**src/rtl/scan_config_loader.sv**
```systemverilog
// Host-side loader for the clb/conn configuration scan chains: serialises host
// words LSB-first onto the selected chain and returns the captured chain bits.
module scan_config_loader #(
    parameter int WORD_W         = 8,
    parameter int CLB_CHAIN_LEN  = 16,
    parameter int CONN_CHAIN_LEN = 64,
    parameter int CNT_W          = 16
) (
    input  logic              clk,
    input  logic              reset,
    input  logic              start,
    input  logic              chain_sel,
    input  logic [WORD_W-1:0] din,
    input  logic              din_valid,
    output logic              din_ready,
    output logic [WORD_W-1:0] dout,
    output logic              dout_valid,
    input  logic              dout_ready,
    output logic              scan_clk,
    output logic              clb_scan_en,
    output logic              clb_scan_in,
    input  logic              clb_scan_out,
    output logic              conn_scan_en,
    output logic              conn_scan_in,
    input  logic              conn_scan_out,
    output logic              busy,
    output logic              done
);

    localparam int IDX_W = (WORD_W > 1) ? $clog2(WORD_W) : 1;
    localparam logic [CNT_W-1:0] CLB_LAST  = CNT_W'(CLB_CHAIN_LEN - 1);
    localparam logic [CNT_W-1:0] CONN_LAST = CNT_W'(CONN_CHAIN_LEN - 1);
    localparam logic [IDX_W-1:0] IDX_LAST  = IDX_W'(WORD_W - 1);

    typedef enum logic [2:0] {
        IDLE  = 3'd0,
        FETCH = 3'd1,
        SH_LO = 3'd2,
        SH_HI = 3'd3,
        FLUSH = 3'd4,
        DONE  = 3'd5
    } state_t;

    state_t             state_r;
    logic               sel_r;
    logic               pend_r;
    logic [CNT_W-1:0]   cnt_r;
    logic [IDX_W-1:0]   idx_r;
    logic [WORD_W-1:0]  sh_r;
    logic [WORD_W-1:0]  rb_r;

    logic               slot_free_s;
    logic               scan_bit_s;
    logic               last_bit_s;
    logic [WORD_W-1:0]  sh_next_s;

    // Output-slot availability, returning chain bit and end-of-chain detect.
    always_comb begin
        slot_free_s = !dout_valid || dout_ready;
        sh_next_s   = sh_r >> 1;
        if (sel_r) begin
            scan_bit_s = conn_scan_out;
            last_bit_s = (cnt_r == CONN_LAST);
        end else begin
            scan_bit_s = clb_scan_out;
            last_bit_s = (cnt_r == CLB_LAST);
        end
    end

    // Loader FSM; every output is a register updated here.
    always_ff @(posedge clk or posedge reset) begin
        if (reset) begin
            state_r      <= IDLE;
            sel_r        <= 1'b0;
            pend_r       <= 1'b0;
            cnt_r        <= {CNT_W{1'b0}};
            idx_r        <= {IDX_W{1'b0}};
            sh_r         <= {WORD_W{1'b0}};
            rb_r         <= {WORD_W{1'b0}};
            din_ready    <= 1'b0;
            dout         <= {WORD_W{1'b0}};
            dout_valid   <= 1'b0;
            scan_clk     <= 1'b0;
            clb_scan_en  <= 1'b0;
            clb_scan_in  <= 1'b0;
            conn_scan_en <= 1'b0;
            conn_scan_in <= 1'b0;
            busy         <= 1'b0;
            done         <= 1'b0;
        end else begin
            if (dout_valid && dout_ready) begin
                dout_valid <= 1'b0;
            end
            case (state_r)
                IDLE: begin
                    if (start) begin
                        sel_r        <= chain_sel;
                        cnt_r        <= {CNT_W{1'b0}};
                        idx_r        <= {IDX_W{1'b0}};
                        rb_r         <= {WORD_W{1'b0}};
                        pend_r       <= 1'b0;
                        busy         <= 1'b1;
                        clb_scan_en  <= !chain_sel;
                        conn_scan_en <= chain_sel;
                        din_ready    <= 1'b1;
                        state_r      <= FETCH;
                    end
                end
                FETCH: begin
                    // A held-back readback word must leave before new data enters.
                    if (pend_r) begin
                        if (slot_free_s) begin
                            dout       <= rb_r;
                            dout_valid <= 1'b1;
                            rb_r       <= {WORD_W{1'b0}};
                            pend_r     <= 1'b0;
                            din_ready  <= 1'b1;
                        end
                    end else if (din_valid && din_ready) begin
                        sh_r      <= din;
                        din_ready <= 1'b0;
                        scan_clk  <= 1'b0;
                        if (sel_r) begin
                            conn_scan_in <= din[0];
                        end else begin
                            clb_scan_in <= din[0];
                        end
                        state_r <= SH_LO;
                    end
                end
                SH_LO: begin
                    rb_r[idx_r] <= scan_bit_s;
                    scan_clk    <= 1'b1;
                    state_r     <= SH_HI;
                end
                SH_HI: begin
                    scan_clk <= 1'b0;
                    if (last_bit_s || (idx_r == IDX_LAST)) begin
                        if (slot_free_s) begin
                            dout       <= rb_r;
                            dout_valid <= 1'b1;
                            rb_r       <= {WORD_W{1'b0}};
                            pend_r     <= 1'b0;
                        end else begin
                            pend_r <= 1'b1;
                        end
                        if (last_bit_s) begin
                            state_r <= FLUSH;
                        end else begin
                            cnt_r     <= cnt_r + CNT_W'(1);
                            idx_r     <= {IDX_W{1'b0}};
                            din_ready <= slot_free_s;
                            state_r   <= FETCH;
                        end
                    end else begin
                        cnt_r <= cnt_r + CNT_W'(1);
                        idx_r <= idx_r + IDX_W'(1);
                        sh_r  <= sh_next_s;
                        if (sel_r) begin
                            conn_scan_in <= sh_next_s[0];
                        end else begin
                            clb_scan_in <= sh_next_s[0];
                        end
                        state_r <= SH_LO;
                    end
                end
                FLUSH: begin
                    if (pend_r) begin
                        if (slot_free_s) begin
                            dout       <= rb_r;
                            dout_valid <= 1'b1;
                            rb_r       <= {WORD_W{1'b0}};
                            pend_r     <= 1'b0;
                        end
                    end else if (dout_valid && dout_ready) begin
                        clb_scan_en  <= 1'b0;
                        conn_scan_en <= 1'b0;
                        clb_scan_in  <= 1'b0;
                        conn_scan_in <= 1'b0;
                        done         <= 1'b1;
                        state_r      <= DONE;
                    end
                end
                DONE: begin
                    done    <= 1'b0;
                    busy    <= 1'b0;
                    state_r <= IDLE;
                end
                default: begin
                    state_r <= IDLE;
                end
            endcase
        end
    end

endmodule

```
**config.mk**
```make
export PLATFORM = sky130hd
export DESIGN_NAME = scan_config_loader
export DESIGN_NICKNAME = d
export VERILOG_FILES = /design/src/rtl/scan_config_loader.sv
export SDC_FILE = /design/constraint.sdc
export NUM_CORES = 1
export LEC_CHECK = 0
export BUFFER_PORTS_ARGS = -buffer_cell sky130_fd_sc_hd__buf_2
export CAP_MARGIN = 20
export CORE_MARGIN = 2
export CORE_UTILIZATION = 39
export CTS_CLUSTER_DIAMETER = 200
export DETAILED_ROUTE_END_ITERATION = 8
export HOLD_SLACK_MARGIN = 0.1
export MAX_ROUTING_LAYER = met4
export PLACE_DENSITY = 0.56
export SYNTH_ARGS = -nofsm -noshare
export SYNTH_HDL_FRONTEND = slang
export SYNTH_SLANG_ARGS = --single-unit
```
**constraint.sdc**
```tcl
create_clock -name clk -period 2.7 [get_ports clk]
set_input_delay 0.54 -clock clk [delete_from_list [all_inputs] [get_ports clk]]
set_output_delay 0.54 -clock clk [all_outputs]
set_load 0.01 [all_outputs]
```
# Yosys cells after proc, flatten, opt, wreduce, memory -nomap -nowiden
# Index checks and enable logic that the tools add are counted.
totals:
  register_bits: 57
  output_inout_bits: 17
  inputBits: 16
  elab_cells: 154
classes:
  reduce_logical: 34
  n_addsub: 2
  muxes: 75
  n_eq_ne: 24
  order_cmp: 2
ops:
  columns: ["cell", "count"]
  rows:
  - ["$mux 8", 10]
  - ["$mux 16", 3]
  - ["$mux 1", 34]
  - ["$pmux 16 s2", 1]
  - ["$pmux 8 s2", 2]
  - ["$pmux 8 s4", 1]
  - ["$mux 3", 10]
  - ["$ne 2x2->1 const B", 12]
  - ["$add 16x1->16 const B", 1]
  - ["$eq 16x4->1 const B", 1]
  - ["$eq 16x6->1 const B", 1]
  - ["$reduce_and 8->1", 2]
  - ["$pmux 1 s3", 5]
  - ["$pmux 3 s5", 1]
  - ["$reduce_and 3->1", 5]
  - ["$reduce_and 4->1", 3]
  - ["$reduce_bool 2->1", 6]
  - ["$reduce_bool 3->1", 4]
  - ["$pmux 1 s2", 5]
  - ["$eq 3x3->1 const B", 3]
  - ["$ne 3x3->1 const B", 3]
  - ["$bwmux 8", 1]
  - ["$eq 3x2->1 const B", 2]
  - ["$pmux 3 s2", 1]
  - ["other kinds (15)", 20]

# Longest topological paths before layout
# Gate-level depths: netlist of run 1.
logic_depth:
  word_depth: 6
  mapped_depth: 7
  depth_no_buf: 6

# Least setup slack after synthesis of run 1
# No wires, ideal clock.
synth_path:
  path_kind: "flip-flop to flip-flop"
  from: "register cnt_r[0]"
  to: "register sh_r[1]"
  setup_ns: 0.125
  required_ns: 2.575
  path_slack_ns: 0.816
  synth_period_minus_slack_ns: 1.884
  t_arrival_ns: 1.759
  stages_incl_launch_ff: 8
  n_path_buf: 1
  cell_sequence: "dfrtp_1 ha_1 and3_1 nand2_1 nor2_1 o31a_1 buf_2 mux2_2"
synth_via:
  elab_chain_len: 5
  elab_cells_between_ends: 6
  cone_classes: "3 x eq/ne; 1 x mux; 2 x reduce/logical"
synth_rtl:
  columns: ["item", "line_no", "source"]
  rows:
  - ["start: declaration", "47", "logic [CNT_W-1:0] cnt_r;"]
  - ["start signal: assignment", "76", "cnt_r <= {CNT_W{1'b0}};"]
  - ["start signal: assignment", "98", "cnt_r <= {CNT_W{1'b0}};"]
  - ["start signal: assignment", "150", "cnt_r <= cnt_r + CNT_W'(1);"]
  - ["$eq 16x4->1 or $eq 16x6->1 (tied branches)", "66, 63", null]
  - ["$mux 1 *", "61", "if (sel_r) begin"]
  - ["$logic_or 1x1->1 *", "138", "if (last_bit_s || (idx_r == IDX_LAST)) begin"]
  - ["$ne 2x2->1 (no source line) *", null, null]
  - ["$reduce_and 4->1 (no source line) *", null, null]
  - ["end signal: assignment", "78", "sh_r <= {WORD_W{1'b0}};"]
  - ["end signal: assignment", "120", "sh_r <= din;"]
  - ["end signal: assignment", "158", "sh_r <= sh_next_s;"]
  - ["end: declaration", "49", "logic [WORD_W-1:0] sh_r;"]
# Every way passes the cells marked *; elsewhere a longest branch is shown, timed or not.
# A chain may end at the register's enable or synchronous reset.

# Worst setup path after layout of run 1
layout_path:
  from: "register state_r[0]"
  to: "register cnt_r[3]"
layout_via:
  elab_chain_len: 3
  elab_cells_between_ends: 7
  cone_classes: "3 x eq/ne; 1 x mux; 3 x reduce/logical"
layout_rtl:
  columns: ["item", "line_no", "source"]
  rows:
  - ["start: declaration", "44", "state_t state_r;"]
  - ["start signal: assignment", "73", "state_r <= IDLE;"]
  - ["start signal: assignment", "106", "state_r <= FETCH;"]
  - ["start signal: assignment", "128", "state_r <= SH_LO;"]
  - ["$eq 3x2->1 or $logic_not 3->1 (tied branches)", "94", "case (state_r)"]
  - ["$ne 3x3->1 (no source line) (tied with other cells)", null, null]
  - ["$reduce_and 3->1 (no source line)", null, null]
# Parallel ways exist; a longest one is shown, timed or not.

==> results of run 1 <==
cells by family (layout without fill, tap and decap cells):
group	count (synthesis)	count (layout)	synth area share
AOI/OAI and AO/OA	69	69	0.176
xor gates and xnor gates	8	8	0.0235
adders and majority gates	3	3	0.0126
buffers and inverters	21	55	0.0290
DFF	56	56	0.470
muxes	24	24	0.0903
and+or+nand+nor	114	114	0.198
worst paths after layout:
check / from / end / slack, ns / cells after the start
max: state_r[0] / cnt_r[3] / 0.46 / 5
max reg2reg: state_r[0] / cnt_r[3] / 0.46 / 5
min: reset / cnt_r[0] / 0.31 / 2
min in group clk: chain_sel / clb_scan_en / 0.43 / 2
max in group asynchronous: reset / rb_r[2] / 1.82 / 3
min reg2reg: clb_scan_en / clb_scan_en / 0.50 / 1
placed cells by master, fill, tap and decap left out, types with 4 or more instances in the layout:
cell and instances:
sky130_fd_sc_hd__a211o_1 4, sky130_fd_sc_hd__a21oi_1 13, sky130_fd_sc_hd__a221o_1 6, sky130_fd_sc_hd__a22o_1 5, sky130_fd_sc_hd__and3_1 5, sky130_fd_sc_hd__buf_2 33, sky130_fd_sc_hd__buf_4 7, sky130_fd_sc_hd__clkbuf_8 5
sky130_fd_sc_hd__dfrtp_1 56, sky130_fd_sc_hd__inv_1 5, sky130_fd_sc_hd__mux2_2 23, sky130_fd_sc_hd__nand2_1 28, sky130_fd_sc_hd__nand3_1 10, sky130_fd_sc_hd__nand4_1 4, sky130_fd_sc_hd__nor2_1 25, sky130_fd_sc_hd__nor3_1 9
sky130_fd_sc_hd__nor3b_1 6, sky130_fd_sc_hd__o21ai_0 16, sky130_fd_sc_hd__or3_1 5, sky130_fd_sc_hd__xor2_1 7
timing repair:
action,in CTS,in global routing
endpoints found under the hold margin,0,0
setup endpoints to repair,0,1
resized for setup,0,1
hold buffers,0,0
state kept, by name, indices dropped and copies added (netlist names), 3 cells and up:
register	flops
cnt_r	16
dout	8
idx_r	3
rb_r	8
sh_r	7
state_r	3
metal layers:
| layer | up-vias | GRT usage | share of wire |
|---|---|---|---|
| met2 | 64 | 0.267 | 0.48 |
| met4 | 0 | 0.0379 | 0.0083 |
| met3 | 11 | 0.0274 | 0.045 |
| li1 | 1157 | - | - |
| met5 | - | - | 0 |
| met1 | 1155 | 0.220 | 0.47 |
critical path: cells and delay by family (launching register included):
family	cells	cell delay, ns
compound gates	3	0.69
flops	1	0.57
simple gates	2	0.90
through the flow:
step / std cells / utilization / power (mW) / instance area [sq um] / hold WS [ns]
2_1_floorplan: 295 / - / 2.17 / 2980 / 0.460
3_3_place_gp: 419 / 0.446 / 2.49 / 3270 / 0.474
3_5_place_dp: 419 / 0.446 / 2.52 / 3270 / 0.483
4_1_cts: 426 / 0.464 / 3.15 / 3400 / 0.332
5_1_grt: 428 / 0.466 / 3.37 / 3420 / 0.354
6_report: 428 / 0.466 / 3.13 / 3420 / 0.312
power groups by stage:
stage	Combinational [mW]	Sequential (mW)	Clock, mW
after floorplan	0.994	1.17	0
final	1.30	1.21	0.625
after global routing	1.44	1.24	0.683
after CTS	1.29	1.21	0.647
after global placement	1.27	1.22	0
after detailed placement	1.29	1.23	0
layout make-up:
type                    instances  area, sq um
clock buffers                   5         68.8
clock inverters                 2         60.1
fillers                       707         3910
inverters                       6         22.5
multi-input cells             218         1500
flip-flops and latches         56         1400
well taps                      99          124
repair buffers                 42          243
==> results.md, run 1 <==
Synth:
- The sequential-to-total area share from yosys stat is 0.470.
- The most frequently used flop master after synthesis is sky130_fd_sc_hd__dfrtp_1.
- The total of flip-flops plus latches after synthesis is 56.
- Yosys printed 0 warnings.
- Synthesis produced a netlist whose cell count is 295.
- The synthesized netlist occupies a cell area of between 2000 and 3000 sq um.
- Synthesis produced a netlist with a net count of roughly 310.
- Counting flops with a built-in enable in the synthesized netlist gives 0.
- Sorting the synthesized cells by how often they occur yields sky130_fd_sc_hd__dfrtp_1 (56), sky130_fd_sc_hd__nand2_1 (28), sky130_fd_sc_hd__nor2_1 (25), sky130_fd_sc_hd__mux2_2 (23), sky130_fd_sc_hd__o21ai_0 (16).
- sky130_fd_sc_hd__dfrtp_1 is the most common cell in the netlist.
- After synthesis, the cell types taking the most area are sky130_fd_sc_hd__dfrtp_1 (47%), sky130_fd_sc_hd__mux2_2 (8.7%), sky130_fd_sc_hd__nand2_1 (3.5%).
- The average size of a mapped cell is approximately 10 sq um.
- The fraction of synthesized cell area taken by the top area cell type is 0.470.
- After synthesis, the share of flip-flops with an asynchronous set or reset is 1.00.
- The cell taking the most area after synthesis is sky130_fd_sc_hd__dfrtp_1.
- The number of different library cells used by synthesis comes to 53.

Clocking:
- The deepest level of the CTS H-tree is 2.
- The number of setup buffers added after CTS is 0.
- TritonCTS built the clock tree.
- The clock-pin slew of the registers on the worst-case setup and hold paths is ~0.1 ns.
- The clock sink count is 56.
- In this run the clock root is driven by a sky130_fd_sc_hd__clkbuf_8.
- The clock passes through at most 2 buffers.
- The clock latency on the worst-skew pair is ~0.30 ns.
- Counting the buffers created by CTS gives 5.

Floorplanning:
- The floorplan die area is 8350 sq um.
- The effective utilization at floorplan is 0.406.
- The I/O pin count is 33.
- The horizontal die dimension is 91.4 microns.
- The site row count is 31.
- The floorplan step defined a core boundary enclosing 7330 sq um.
- The die is 91.4 microns tall.

Cells and area:
- The proportion of layout cells with a drive suffix above 1 is 0.255.
- The number of nets in the finished design is approximately 350.
- The area growth from synthesis to layout is 14.8%.
- The number of antenna diodes is 0.

Power and ir drop:
- The fraction of power spent switching nets is 0.372.
- The portion of total power attributed to the clock network is 0.200.
- The highest ir drop seen on vdd is roughly 0.42 mV.
- The switching power of the nets is around 1.2 mW.
- Of the total power, registers draw 0.387.
- Of the total power, combinational logic draws 0.414.
- The design internal power is between 1.5 and 2 mW.
- For this design the ratio of total power to cell area is 916 nW/um^2.
- The cell leakage power is around 1.6 nW.

Timing:
- Setup violations remaining at the end of the flow were counted as 0.
- The total count of hold-check failures in the final report is 0.
- The share of the cycle needed by the critical path after routing is 0.831.
- Across the routed clock network, the largest skew measured is 0.0110 ns.
- The max-slew violation count is 0.
- Measured against its own limit, the worst slew margin works out to 0.580.
- The setup TNS is 0 ns.
- Derived from the worst setup path, the maximum achievable clock frequency is 0.446 GHz.
- In the post-route analysis, the smallest setup slack over all paths is around 0.46 ns.
- The routed design could run at a clock period as short as roughly 2.2 ns.
- For the pin with the worst max-slew slack, the measured transition is about 0.63 ns.
- Setup repair after global routing left no endpoint under its margin.

Worst setup path:
- The setup path with the least slack is of type reg -> reg.
- The delay of the slowest cell on the worst path is roughly 0.57 ns.
- STA classifies the critical path startpoint as a flip-flop.
- The signal on the critical path passes through or3b_4 -> a21oi_4 -> o31ai_4 -> or3_1 -> a21oi_1.
- Of all nets on the critical path, the largest fanout is 16.
- The required time of the critical path is slightly below 3 ns.
- For this design, the slowest cell found on the critical path is sky130_fd_sc_hd__dfrtp_1.
- The arrival time of data at the critical path endpoint is between 2 and 2.5 ns.
- The endpoint kind of the worst setup timing path is a flip-flop.

Global route:
- The first global-routing pass estimated 11000 microns of wire.
- For this run, the total global-route usage over all layers was measured as 0.166.
- The number of global-route vias before repair is between 2000 and 2500.
- The initial antenna violation count is 0.
- Entering global routing, the biggest net connects 30 pins.
- After global routing the overflow that remains totals 0.

Routing:
- The residual DRC count is 0.
- After detailed routing, the total wire length is between 6000 and 7000 microns.
- The count of antenna-violating nets left after detailed routing is 0.
- The count of TritonRoute iterations in the first routing pass is 6.
- Dividing the detail-routed via count by the number of cells gives roughly 5.6.
- For this block, the via count after detailed routing is 2387.
- The average routed wire per standard cell is around 15 microns.
- For this block, the initial DRC count from the detailed router was roughly 140.

Run status:
- The run finished with clean final reports.

Placement:
- Once detailed placement completed, the half-perimeter wirelength came to about 4800 microns.
- Routability-driven placement finished with a final weighted congestion of between 0.9 and 1.
- During placement, the flow inserted port buffers numbering 32.
- At the placement stage, the worst setup path has a slack of about 0.25 ns.

Job:
- The tool flagged a number of max-cap violations equal to 0.

Min path:
- The type of the most critical hold path is in -> async.
Note: power is estimated with default switching activity, not from simulation.
==> run 2, diff against run 1 <==
Clock period 2.7 ns to 2.3 ns, I/O delays scaled along.
==> run 2 against run 1 <==
Net effect: clock skew is 0.00075 ns higher; global-route usage is 0.66 points higher; worst setup slack got worse by 0.30 ns; cell count increased by 3.3%; worst hold slack got worse by 0.17 ns; critical path type unchanged.
==> results.md, run 2 (synthesis results as in run 1) <==
Run status:
- The run finished with clean final reports.

Floorplanning:
- The effective utilization at floorplan is 0.406.
- In this run the count of I/O pins placed on the die edge is 33.
- The site row count is 31.
- In this run the horizontal extent of the chip is 91.4 microns.
- The floorplan die area is about 8400 sq um.
- The y dimension of the die is 91.4 microns.
- The core area is around 7300 sq um.

Timing:
- The total count of hold-check failures in the final report is 0.
- The setup clock skew after layout is 0.0118 ns.
- After routing, the total negative slack on setup checks comes to 0 ns.
- Dividing the final minimum period by the clock period gives 0.932.
- Timing would allow up to 0.466 GHz.
- The max-slew violation count is 0.
- The worst slew margin relative to its limit is 0.602.
- Across all setup checks in the final design, the least slack found is between 0.15 and 0.2 ns.
- Setup repair after global routing left no endpoint under its margin.
- The total of endpoints with negative setup slack in the final report is 0.
- For the pin with the worst max-slew slack, the measured transition is about 0.59 ns.
- The clock period could shrink to about 2.1 ns.

Cells and area:
- The proportion of layout cells with a drive suffix above 1 is 0.292.
- In the final layout, the registers with the most flip-flops are cnt_r x16, dout x8, rb_r x8.
- From synthesis to final layout, the design area changed by 17.4%.
- The finished cells cover 3500 sq um.
- The number of nets in the finished design is between 300 and 400.
- 0 antenna diodes ended up in the layout.
- The number of flip-flops under the largest register name is 16.
- The register with the most flip-flops is cnt_r.
- The top cell types in the final layout, fill and taps aside, are sky130_fd_sc_hd__dfrtp_1 (56), sky130_fd_sc_hd__buf_2 (33), sky130_fd_sc_hd__nand2_1 (27).
- The library cell used most frequently in the layout, excluding fill and tap cells, is sky130_fd_sc_hd__dfrtp_1.
- For this run, the share of the core covered by cells in the final layout is 0.477.

Clocking:
- The longest clock path from root to sink contains 2 buffers.
- The clock tree synthesis step divided the H-tree into 2 levels.
- The number of buffers inserted during clock tree synthesis is 5.
- TritonCTS built the clock tree.
- The number of buffers inserted for hold repair after clock tree synthesis is 0.
- The clock sink count is 56.
- The library cell used as clock root buffer is sky130_fd_sc_hd__clkbuf_8.
- The clock-pin slew of the registers on the worst-case setup and hold paths is about 0.11 ns.
- Clock latency on the worst-skew pair, taken at its later pin, is just over 0.3 ns.

Job:
- Max-cap violations in this run came to 0.

Placement:
- The count of buffers from port buffering is 32.
- Routability-driven placement finished with a final weighted congestion of about 0.89.
- The HPWL reported at the end of detailed placement is ~4900 microns.
- The post-placement cell area is between 3000 and 4000 sq um.
- The worst slack at placement is -0.0337 ns.

Power and ir drop:
- The power per unit of standard cell area is about 1000 nW/um^2.
- The cell leakage power is ~1.6 nW.
- The worst-case IR drop observed on VDD is roughly 0.44 mV.
- Total power for the finished layout comes to between 3 and 4 mW.

Worst setup path:
- The critical path is of the reg -> reg type.
- The largest fanout of any net on the critical path is 8.
- STA puts the critical path data arrival time at approximately 2.4 ns.
- STA classifies the critical path endpoint as a flip-flop.
- Counting cells, the worst reg-to-reg path comes to 5.
- The worst setup path is launched from a flip-flop.
- The required time of the critical path is about 2.5 ns.

Routing:
- In the routed design, unresolved DRC markers number 0.
- Summing over every cut layer, the via total after detailed routing is around 2400.
- The count of TritonRoute iterations in the first routing pass is 4.
- The count of antenna-violating nets left after detailed routing is 0.
- In the final routed layout, each cell accounts on average for approximately 15 microns.
- The total wire length is ~6700 microns.
- After the first detailed-routing iteration, the DRC count stood at around 170.
- The average vias per placed instance is ~5.5.

Global route:
- The number of global-route vias before repair is between 2000 and 2500.
- The sum of overflow across all layers after global routing is 0.
- The initial antenna violation count is 0.
- The overall track demand over capacity in global routing is 0.173.
- The wire length of the first global-routing pass is between 10000 and 15000 microns.
- The maximum number of pins on one net before global-route repair is 38.

Min path:
- The min-delay analysis places its worst path in the category in -> async.
-- run 2: changes by cell type in the layout (fill, tap and decap cells not counted), sizes merged --
| cell | change |
|---|---|
| inv | +1 |
| bufinv | -2 |
| clkbuf | -1 |
| clkinv | +2 |
| buf | +14 |
-- run 2: cell type report --
class | count | area [sq um]
tap | 99 | 124
inverter | 6 | 22.5
sequential | 56 | 1400
clock buffer | 5 | 68.8
timing repair buffer | 55 | 343
clock inverter | 3 | 22.5
multi-input combinational | 218 | 1520
fill | 692 | 3830
-- run 2: final timing paths --
kind / from / slack (ns) / to
min reg2reg: scan_clk / 0.50 / scan_clk
max: cnt_r[6] / 0.16 / rb_r[4]
min: reset / 0.15 / done
max in group asynchronous: reset / 1.61 / dout[0]
min in group clk: chain_sel / 0.35 / clb_scan_en
max reg2reg: cnt_r[6] / 0.16 / rb_r[4]
-- run 2: critical path: stages, from the launching register on --
cell and delay (ns):
sky130_fd_sc_hd__dfrtp_1 0.43, sky130_fd_sc_hd__nor4_1 0.49, sky130_fd_sc_hd__nand2_2 0.22, sky130_fd_sc_hd__o211ai_4 0.31, sky130_fd_sc_hd__o21ai_2 0.20, sky130_fd_sc_hd__a221o_1 0.39
-- run 2: what timing repair did --
item,4_1_cts,5_1_grt
pin swaps,0,2
setup buffers,0,2
resized for setup,1,3
endpoints found under the setup margin,5,17
-- run 2: through the flow --
stage          cells  hold slack, ns
2_1_floorplan    295           0.460
3_3_place_gp     431           0.474
3_5_place_dp     431           0.480
4_1_cts          439           0.164
5_1_grt          442           0.190
6_report         442           0.147
-- run 2: where the power goes --
group	switching [mW]	total [mW]	leakage [nW]	internal, mW
Combinational	0.945	1.73	0.859	0.789
Sequential	0.163	1.37	0.740	1.21
Clock	0.338	0.557	0.0485	0.219
Total	1.45	3.66	1.65	2.22
-- run 2: layer usage --
layer,track usage,vias up,wire length (microns)
li1,-,1176,-
met1,0.245,1182,3160
met2,0.259,51,3180
met3,0.0249,11,283
met4,0.0480,0,108
met5,-,-,0
==> run 3, diff against run 2 <==
Settings changed: BUFFER_PORTS_ARGS -buffer_cell sky130_fd_sc_hd__buf_2 to unset, DONT_BUFFER_PORTS set to 1, PLACE_DENSITY 0.56 to unset, PLACE_DENSITY_LB_ADDON set to 0.05.
==> run 3 against run 2 <==
Net effect: via count down 6.2%; clock skew decreased by 0.0067 ns; sequential cell count unchanged; maximum frequency rose by 1.7%; sequential share of layout area rose by 1.3 points.
==> results.md, run 3 (synthesis results as in run 1) <==
Floorplanning:
- After floorplanning, the core was sized to cover roughly 7300 sq um.
- The floorplan die area is between 8000 and 9000 sq um.
- The I/O pin count is 33.
- The initial utilization of the core area, before any placement, comes to 0.406.
- In this run the vertical extent of the chip is ~91 microns.
- The site row count is 31.
- Measured along the x axis, the die boundary spans 91.4 microns.

Clocking:
- The clock tree from TritonCTS is done.
- The number of buffers on the longest clock path is 2.
- Clock tree synthesis found a total of 56 sinks.
- The library cell used as clock root buffer is sky130_fd_sc_hd__clkbuf_8.
- The number of buffers inserted during clock tree synthesis is 5.
- CTS built an H-tree with a depth of 2.
- Clock-pin slew was measured on the worst setup and hold paths at 0.10 ns.
- For the worst-skew pair, the clock arrives at the later sink with an insertion delay of ~0.30 ns.

Placement:
- The final RePlAce weighted congestion is between 0.8 and 0.9.
- Timing analysis after detailed placement gives a worst setup slack of a little under 0.07 ns.
- The HPWL reported at the end of detailed placement is around 4900 microns.
- In this run the tool buffered the top-level ports with 0 buffer cells.

Global route:
- The wire length of the first global-routing pass is ~11000 microns.
- The number of global-route vias before repair is approximately 2200.
- The overall track demand over capacity in global routing is 0.172.
- The sum of overflow across all layers after global routing is 0.
- Entering global routing, the biggest net connects 57 pins.
- The initial antenna violation count came to 0.

Timing:
- Measured against its own limit, the worst slew margin works out to 0.696.
- Setup repair after global routing left no endpoint under its margin.
- The max-slew violation count is 0.
- The total of endpoints with negative setup slack in the final report is 0.
- On the final layout, the worst clock skew is 0.00513 ns.
- The setup TNS is 0 ns.
- The total count of hold-check failures in the final report is 0.
- The share of the cycle needed by the critical path after routing is 0.917.
- At the pin with the least slew margin, the transition time is around 0.46 ns.
- Subtracting the final worst setup slack from the clock period gives approximately 2.1 ns.
- For this run, the top clock speed supported by timing is 0.474 GHz.
- The setup slack after layout is 0.191 ns.

Routing:
- Signal routing reaches up to met4.
- The count of TritonRoute iterations in the first routing pass is 4.
- The wire length on met1 is ~3300 microns.
- For this block, the initial DRC count from the detailed router was 134.
- In the routed design, unresolved DRC markers number 0.
- Wire segments on met3 add up to about 360 microns in the final route.
- The count of nets left with antenna violations once routing finished came out at 0.
- The via count of the routed design is roughly 2300.
- The average routed wire per standard cell is around 16 microns.
- Wires add up to a little under 7000 microns.
- The average vias per placed instance is approximately 5.5.
- The amount of wire on met2 after detailed routing is 3090 microns.

Power and ir drop:
- VDD sags by at most around 0.51 mV.
- For this design the ratio of total power to cell area is 1100 nW/um^2.
- The cell leakage power is between 1.5 and 2 nW.

Cells and area:
- The largest registers in the layout are cnt_r x16, dout x8, rb_r x8.
- The register with the most flip-flops in the layout has 16 of them.
- Leaving out fill and tap cells, the most frequent cell in the layout is sky130_fd_sc_hd__dfrtp_1.
- The register with the most flip-flops in the final layout is cnt_r.
- Relative to the synthesized area, the layout overhead comes to 13.8%.
- The number of antenna diodes is 0.
- The number of nets in the finished design is between 300 and 400.
- The proportion of layout cells with a drive suffix above 1 is 0.217.
- The top cell types in the final layout, fill and taps aside, are sky130_fd_sc_hd__dfrtp_1 (56), sky130_fd_sc_hd__nand2_1 (28), sky130_fd_sc_hd__nor2_1 (25).

Worst setup path:
- The worst setup path is launched from a flip-flop.
- In this run the worst path has a maximum fanout of 13.
- STA puts the critical path data required time at approximately 2.5 ns.
- STA puts the critical path data arrival time at between 2 and 2.5 ns.
- The critical setup path kind is reg -> reg.
- The endpoint kind of the worst setup timing path is a flip-flop.

Run status:
- The flow ran to the end, and the final reports show no timing, DRC or antenna violations.

Job:
- The max-cap violation count is 0.

Min path:
- The path class of the tightest hold or removal check is in -> reg.
## run 3: layout make-up
type / instances / area, sq um
tap: 99 / 124
sequential: 56 / 1400
clock buffer: 5 / 68.8
clock inverter: 2 / 60.1
timing repair buffer: 26 / 208
multi-input combinational: 218 / 1510
fill: 711 / 3940
inverter: 6 / 22.5
## run 3: final timing paths
| check | start | endpoint | depth (start not counted) | slack, ns |
|---|---|---|---|---|
| max in group asynchronous | reset | state_r[1] | 3 | 1.38 |
| min in group asynchronous | reset | dout[0] | 3 | 0.65 |
| worst min-delay path | chain_sel | clb_scan_en | 1 | 0.23 |
| worst max register to register | state_r[2] | clb_scan_in | 5 | 0.19 |
| worst max-delay path | state_r[2] | clb_scan_in | 5 | 0.19 |
| worst min register to register | sh_r[3] | sh_r[3] | 1 | 0.51 |
## run 3: repair_timing
action                                 in CTS  in global routing
hold buffers                                1                  0
setup endpoints to repair                   0                 19
resized for setup                           0                  2
setup buffers                               0                  1
endpoints found under the hold margin      23                  0
## run 3: through the flow
stage | instance area [sq um] | util | std cells | hold WS [ns] | power (mW)
global route | 3390 | 0.463 | 412 | 0.224 | 4.00
detailed placement | 3220 | 0.440 | 402 | 0.428 | 3.00
CTS | 3360 | 0.459 | 410 | 0.219 | 3.75
finish | 3390 | 0.463 | 412 | 0.232 | 3.73
floorplan | 2980 | - | 295 | 0.460 | 2.54
global placement | 3220 | 0.440 | 402 | 0.431 | 2.98
## run 3: critical path, stage by stage (launching register included)
cell and delay, ns:
sky130_fd_sc_hd__dfrtp_1 0.59, sky130_fd_sc_hd__and3b_1 0.34, sky130_fd_sc_hd__a32oi_1 0.26, sky130_fd_sc_hd__o21ai_0 0.17, sky130_fd_sc_hd__nor3_1 0.28, sky130_fd_sc_hd__mux2_2 0.36
## run 3: report_power, final
part | switching [mW] | total [mW] | internal (mW) | leakage, nW
clock network | 0.309 | 0.737 | 0.429 | 0.0642
logic | 0.858 | 1.59 | 0.727 | 0.721
registers | 0.204 | 1.41 | 1.21 | 0.740
## run 3: metal layers
layer  up-vias  track usage
met2        58        0.251
met3         4       0.0290
met1      1092        0.249
met4         0       0.0442
li1       1115            -
met5         -            -
